`src/rtl/pulse_width_gen_pkg.sv`:
```
// Shared definitions for the pulse train generator: FSM state encoding and
// default widths used by the top level and its counters.
package pulse_width_gen_pkg;

  localparam int unsigned PWG_CNT_W_DEFAULT     = 8;
  localparam int unsigned PWG_MIN_WIDTH_DEFAULT = 6;

  typedef enum logic [1:0] {
    IDLE = 2'd0,
    HIGH = 2'd1,
    LOW  = 2'd2
  } pwg_state_e;

endpackage

```
`src/rtl/pulse_width_cnt.sv`:
```
// Loadable down-counter with a zero flag. A load always wins over enable,
// and the count saturates at zero so a stray enable can never wrap it.
module pulse_width_cnt
  import pulse_width_gen_pkg::*;
#(
  parameter int unsigned W = PWG_CNT_W_DEFAULT
) (
  input  logic         clk,
  input  logic         rst,
  input  logic         load_i,
  input  logic         en_i,
  input  logic [W-1:0] load_val_i,
  output logic         zero_o
);

  logic [W-1:0] cnt_q;
  logic [W-1:0] cnt_d;

  // Next count: load has priority, otherwise decrement while enabled and non-zero.
  always_comb begin
    cnt_d = cnt_q;
    if (load_i) begin
      cnt_d = load_val_i;
    end else if (en_i && (cnt_q != '0)) begin
      cnt_d = cnt_q - W'(1);
    end
  end

  // Count register, cleared by synchronous reset.
  always_ff @(posedge clk) begin
    if (rst) begin
      cnt_q <= '0;
    end else begin
      cnt_q <= cnt_d;
    end
  end

  assign zero_o = (cnt_q == '0);

endmodule

```
`src/rtl/pulse_width_gen.sv`:
```
// Pulse train generator: accepts a request (high width, low width, pulse
// count), validates it, then emits count pulses of the latched shape on a
// registered output. Abort ends a train early without a done strobe;
// rejected requests pulse err and toggle the ntfr notifier.
module pulse_width_gen
  import pulse_width_gen_pkg::*;
#(
  parameter int unsigned CNT_W     = PWG_CNT_W_DEFAULT,
  parameter int unsigned MIN_WIDTH = PWG_MIN_WIDTH_DEFAULT
) (
  input  logic             clk,
  input  logic             rst,
  input  logic             req_valid,
  output logic             req_ready,
  input  logic [CNT_W-1:0] req_high,
  input  logic [CNT_W-1:0] req_low,
  input  logic [CNT_W-1:0] req_count,
  input  logic             abort,
  output logic             pulse_out,
  output logic             busy,
  output logic             done,
  output logic             err,
  output logic             ntfr
);

  localparam logic [CNT_W-1:0] MinWidthL = CNT_W'(MIN_WIDTH);

  pwg_state_e       state_q;
  pwg_state_e       state_d;
  logic [CNT_W-1:0] high_q;
  logic [CNT_W-1:0] high_d;
  logic [CNT_W-1:0] low_q;
  logic [CNT_W-1:0] low_d;
  logic             pulse_q;
  logic             pulse_d;
  logic             done_q;
  logic             done_d;
  logic             err_q;
  logic             err_d;
  logic             ntfr_q;
  logic             ntfr_d;

  logic             accept;
  logic             legal;

  logic             phase_load;
  logic             phase_en;
  logic [CNT_W-1:0] phase_val;
  logic             phase_zero;

  logic             train_load;
  logic             train_en;
  logic [CNT_W-1:0] train_val;
  logic             train_zero;

  assign req_ready = (state_q == IDLE);
  assign accept    = req_valid && req_ready;
  assign legal     = (req_high >= MinWidthL) && (req_low != '0) && (req_count != '0);

  // Cycles remaining in the current HIGH or LOW phase (loaded with width-1).
  pulse_width_cnt #(.W(CNT_W)) u_phase_cnt (
    .clk        (clk),
    .rst        (rst),
    .load_i     (phase_load),
    .en_i       (phase_en),
    .load_val_i (phase_val),
    .zero_o     (phase_zero)
  );

  // Pulses remaining after the current one (loaded with count-1).
  pulse_width_cnt #(.W(CNT_W)) u_train_cnt (
    .clk        (clk),
    .rst        (rst),
    .load_i     (train_load),
    .en_i       (train_en),
    .load_val_i (train_val),
    .zero_o     (train_zero)
  );

  // Next-state and strobe logic; abort is checked before any end-of-phase move.
  always_comb begin
    state_d    = state_q;
    high_d     = high_q;
    low_d      = low_q;
    done_d     = 1'b0;
    err_d      = 1'b0;
    ntfr_d     = ntfr_q;
    phase_load = 1'b0;
    phase_en   = 1'b0;
    phase_val  = '0;
    train_load = 1'b0;
    train_en   = 1'b0;
    train_val  = '0;

    case (state_q)
      IDLE: begin
        if (accept) begin
          if (legal) begin
            state_d    = HIGH;
            high_d     = req_high;
            low_d      = req_low;
            phase_load = 1'b1;
            phase_val  = req_high - CNT_W'(1);
            train_load = 1'b1;
            train_val  = req_count - CNT_W'(1);
          end else begin
            err_d  = 1'b1;
            ntfr_d = ~ntfr_q;
          end
        end
      end

      HIGH: begin
        if (abort) begin
          state_d = IDLE;
        end else if (phase_zero) begin
          state_d    = LOW;
          phase_load = 1'b1;
          phase_val  = low_q - CNT_W'(1);
        end else begin
          phase_en = 1'b1;
        end
      end

      LOW: begin
        if (abort) begin
          state_d = IDLE;
        end else if (phase_zero) begin
          if (train_zero) begin
            state_d = IDLE;
            done_d  = 1'b1;
          end else begin
            state_d    = HIGH;
            phase_load = 1'b1;
            phase_val  = high_q - CNT_W'(1);
            train_en   = 1'b1;
          end
        end else begin
          phase_en = 1'b1;
        end
      end

      default: begin
        state_d = IDLE;
      end
    endcase
  end

  // The output is registered from the next state so it tracks HIGH exactly.
  assign pulse_d = (state_d == HIGH);

  // State, latched request fields and registered outputs.
  always_ff @(posedge clk) begin
    if (rst) begin
      state_q <= IDLE;
      high_q  <= '0;
      low_q   <= '0;
      pulse_q <= 1'b0;
      done_q  <= 1'b0;
      err_q   <= 1'b0;
      ntfr_q  <= 1'b0;
    end else begin
      state_q <= state_d;
      high_q  <= high_d;
      low_q   <= low_d;
      pulse_q <= pulse_d;
      done_q  <= done_d;
      err_q   <= err_d;
      ntfr_q  <= ntfr_d;
    end
  end

  assign pulse_out = pulse_q;
  assign busy      = (state_q != IDLE);
  assign done      = done_q;
  assign err       = err_q;
  assign ntfr      = ntfr_q;

endmodule

```
`config.mk`:
```
export PLATFORM = sky130hd
export DESIGN_NAME = pulse_width_gen
export DESIGN_NICKNAME = d
export VERILOG_FILES = /design/src/rtl/pulse_width_gen_pkg.sv /design/src/rtl/pulse_width_cnt.sv /design/src/rtl/pulse_width_gen.sv
export SDC_FILE = /design/constraint.sdc
export NUM_CORES = 1
export LEC_CHECK = 0
export CAP_MARGIN = 20
export CORE_MARGIN = 5
export CORE_UTILIZATION = 30
export DETAILED_ROUTE_END_ITERATION = 12
export PLACE_DENSITY_LB_ADDON = 0.2
export SKIP_LAST_GASP = 1
export SLEW_MARGIN = 10
export SYNTH_ARGS = -nofsm -noshare
export SYNTH_HDL_FRONTEND = slang
export SYNTH_SLANG_ARGS = --single-unit
```
`constraint.sdc`:
```
create_clock -name clk -period 2.9 [get_ports clk]
set_input_delay 0.435 -clock clk [delete_from_list [all_inputs] [get_ports clk]]
set_output_delay 0.435 -clock clk [all_outputs]
set_load 0.05 [all_outputs]
```
==> flow_summary.toml <==
[power]
powerDensity_nw_per_um2 = 483
p_seq_share_pct = 43.1
total_leakage_power_uw = 0.00110
pwr-share-comb_pct = 33.1
peakVddDrop_mv = 0.207
p_sw_share_pct = 33.8
pwr-share-clk_pct = 23.8
power.switching_uw = 487
p_int_uw = 955

[min_path]
worstHoldStart = "high_q[7]"
hold_end = "high_q[7]"
whs_path_depth = 2
hold_path.class = "reg2reg"

[floorplanning]
start_util_pct = 31.2
fp.dieH_um = 100
die_area_um2 = 10000
ios = 34
core_area_um2 = 7810
std_cell_rows = 32
die_w_um = 100

[timing]
finalSetupViolCount = 0
whs_ps = 471
grt_setup_unrepaired = "false"
finClkSkew_ps = 6.24
timing.final.crit_share_pct = 88.0
relSlewSlack_pct = 51.3
maxSlewViolCount = 0
timing.final.hold_violations = 0
tightest_slew_ps = 730
clock.fmax_mhz = 392
tns_ps = 0
fin_crit_ps = 2550

[global_routing]
grt_pass1_vias = 2104
grt_start_max_net_pins = 21
antenna_found_initial = 0
grt-ovfl-total = 0
grt_pass1_wl_um = 10100
grt_usage_pct = 12.2

[worst_setup_path]
worstPathCellList = "clkdlybuf4s50_1, inv_1, ha_1, nor3b_1, a22oi_1, and3_1, buf_4, nand2_1, a21oi_1"
r2r_slack_ps = 460
crit_type = "in2reg"
slowest_delay_ps = 700
endpoint_kind = "register"
worstSetupStartpointType = "primary input"
critical_path_peak_fanout = 19
path_delay_family = "simple AND/OR/NAND/NOR gates"
worstReg2RegEnd = "u_phase_cnt.cnt_q[0]"
critPathBufInv = 3
crit_slowest_cell = "and3_1"
r2r-start = "u_phase_cnt.cnt_q[0]"
r2r_cells = 8
worstPathArrival_ps = 2770
critPathRequiredTime_ps = 3110

[clock_tree]
root_buffer = "clkbuf_8"
numCtsBuffers = 5
cts_tree = "done"
cts_setup_buffers = 0
cts_sinks = 38
htreeDepth = 2
cts-resized-gates = 0
hold_buffers = 0
path_clk_slew_ps = 70
clock_latency_ps = 290
cts_buffer_depth = 2

[drt]
routed_via_density = 4.83
wl_um = 5960
first_pass_iters = 4
ant_nets = 0
vias = 2128
wire_per_inst_um = 13.5
route.detailed.drc = 0
drt_iter0_drc = 79

[logic_synthesis]
synthesis.area_um2 = 2440
synthCells = 301
yosysSeqAreaShare_pct = 31.2
ys_types = 47
syn_nets = 341
yosysWarnings = 0
synth.avg_cell_area_um2 = 8.09
synth_seq_cells = 38

[finish]
antennaDiodeCount = 0
drive_gt1_share_pct = 10.6
nNetsFinal = 379
n_fill_cell = 807
syn_to_final_growth_pct = 22.5

[placement]
place_congestion = 0.832
dp_hpwl_um = 4690
io_buffers = 33

[run]
cap_viol_max_count = 0

[status]
status = "complete, no violations"
tightest hold or removal path, cell delays in order (launching register included):
cell	delay (ps)
dfxtp_1	320
nand2_1	50
a21oi_1	50
cells in the mapped netlist, drive strengths merged:
master	number	area, um^2
a211o	1	8.76
a211oi	10	105
a21oi	29	145
a22oi	1	7.51
a31o	1	8.76
a31oi	3	33.8
and2	1	6.26
and3	2	12.5
buf	7	45.0
clkbuf	6	22.5
dfxtp	38	761
ha	12	150
inv	19	71.3
nand2	43	169
nand2b	4	25.0
nand3	7	35.0
nand3b	1	7.51
nor2	26	97.6
nor3	7	40.0
nor3b	4	30.0
nor4	12	109
nor4b	1	8.76
o211a	1	10.0
o21ai	6	30.0
o21bai	1	7.51
o221a	1	11.3
o22ai	7	43.8
o31ai	2	20.0
o32ai	2	17.5
or2	2	12.5
or3	1	6.26
or3b	1	8.76
or4	4	33.8
or4bb	1	11.3
xnor2	23	201
xor2	14	123
metrics by stage:
step	total power, uW	area (um^2)	setup WS (ps)	cells	utilization (%)
after global routing	1530	2990	182	441	38.2
after detailed placement	1110	2910	31.7	434	37.3
after global placement	1110	2910	129	434	37.3
final	1440	2990	348	441	38.2
after floorplan	967	2440	832	301	-
after CTS	1460	2990	341	441	38.2
power by group through the flow:
stage / registers [uW] / clock network [uW] / logic [uW]
2_1_floorplan: 629 / 0 / 338
3_3_place_gp: 633 / 0 / 478
3_5_place_dp: 634 / 0 / 478
4_1_cts: 622 / 360 / 482
5_1_grt: 630 / 376 / 528
6_report: 622 / 343 / 477
worst max-delay path by stage:
stage / start / endpoint / slack [ps] / cells after the start
after floorplan: req_count[0] / high_q[2] / 830 / 9
after global placement: req_count[1] / low_q[1] / 130 / 9
after detailed placement: req_count[1] / low_q[5] / 30 / 9
after CTS: req_count[1] / low_q[5] / 340 / 9
after global routing: req_count[0] / low_q[7] / 180 / 9
final: req_count[1] / low_q[5] / 350 / 9
per-layer routing:
| layer | GRT usage [%] | part of all wire, % | vias up |
|---|---|---|---|
| li1 | - | - | 1123 |
| met1 | 16.3 | 48 | 963 |
| met2 | 19.8 | 47 | 35 |
| met3 | 2.43 | 3.1 | 7 |
| met4 | 4.25 | 1.8 | 0 |
| met5 | 0 | 0 | - |
layout by cell type (no fill, tap or decap), types with 2 or more instances in the layout:
cell type and instances:
a211oi_1 4, a211oi_2 6, a21oi_1 29, a31oi_1 2, and3_1 2, buf_4 11, clkbuf_1 2, clkbuf_8 5
clkdlybuf4s50_1 33, dfxtp_1 38, ha_1 12, inv_1 19, nand2_1 42, nand2b_1 4, nand3_1 7, nor2_1 26
nor3_1 6, nor3b_1 4, nor4_1 8, nor4_2 3, o21ai_0 5, o22ai_1 7, o32ai_1 2, or2_2 2
or4_1 3, xnor2_1 23, xor2_1 14
layout make-up:
cell class | count | area [um^2] | area share, %
multi-input cells | 231 | 1540 | 51.5
repair buffers | 44 | 413 | 13.8
well taps | 102 | 128 | 4.27
clock buffers | 7 | 76.3 | 2.56
flip-flops and latches | 38 | 761 | 25.5
inverters | 19 | 71.3 | 2.39
state kept, by name, indices dropped and copies added, names as in the netlist:
name               flops
err                    1
state_q                2
low_q                  8
u_train_cnt.cnt_q      8
u_phase_cnt.cnt_q      8
done                   1
high_q                 8
pulse_out              1
ntfr                   1
kinds of logic after synthesis:
| kind of cell | share of synthesized area [%] |
|---|---|
| and+or+nand+nor | 25.2 |
| AOI/OAI and AO/OA | 18.4 |
| DFF | 31.2 |
| xor gates and xnor gates | 13.3 |
| buffers and inverters | 5.70 |
| adders and majority gates | 6.16 |
Power figures use the tool's default switching activity.
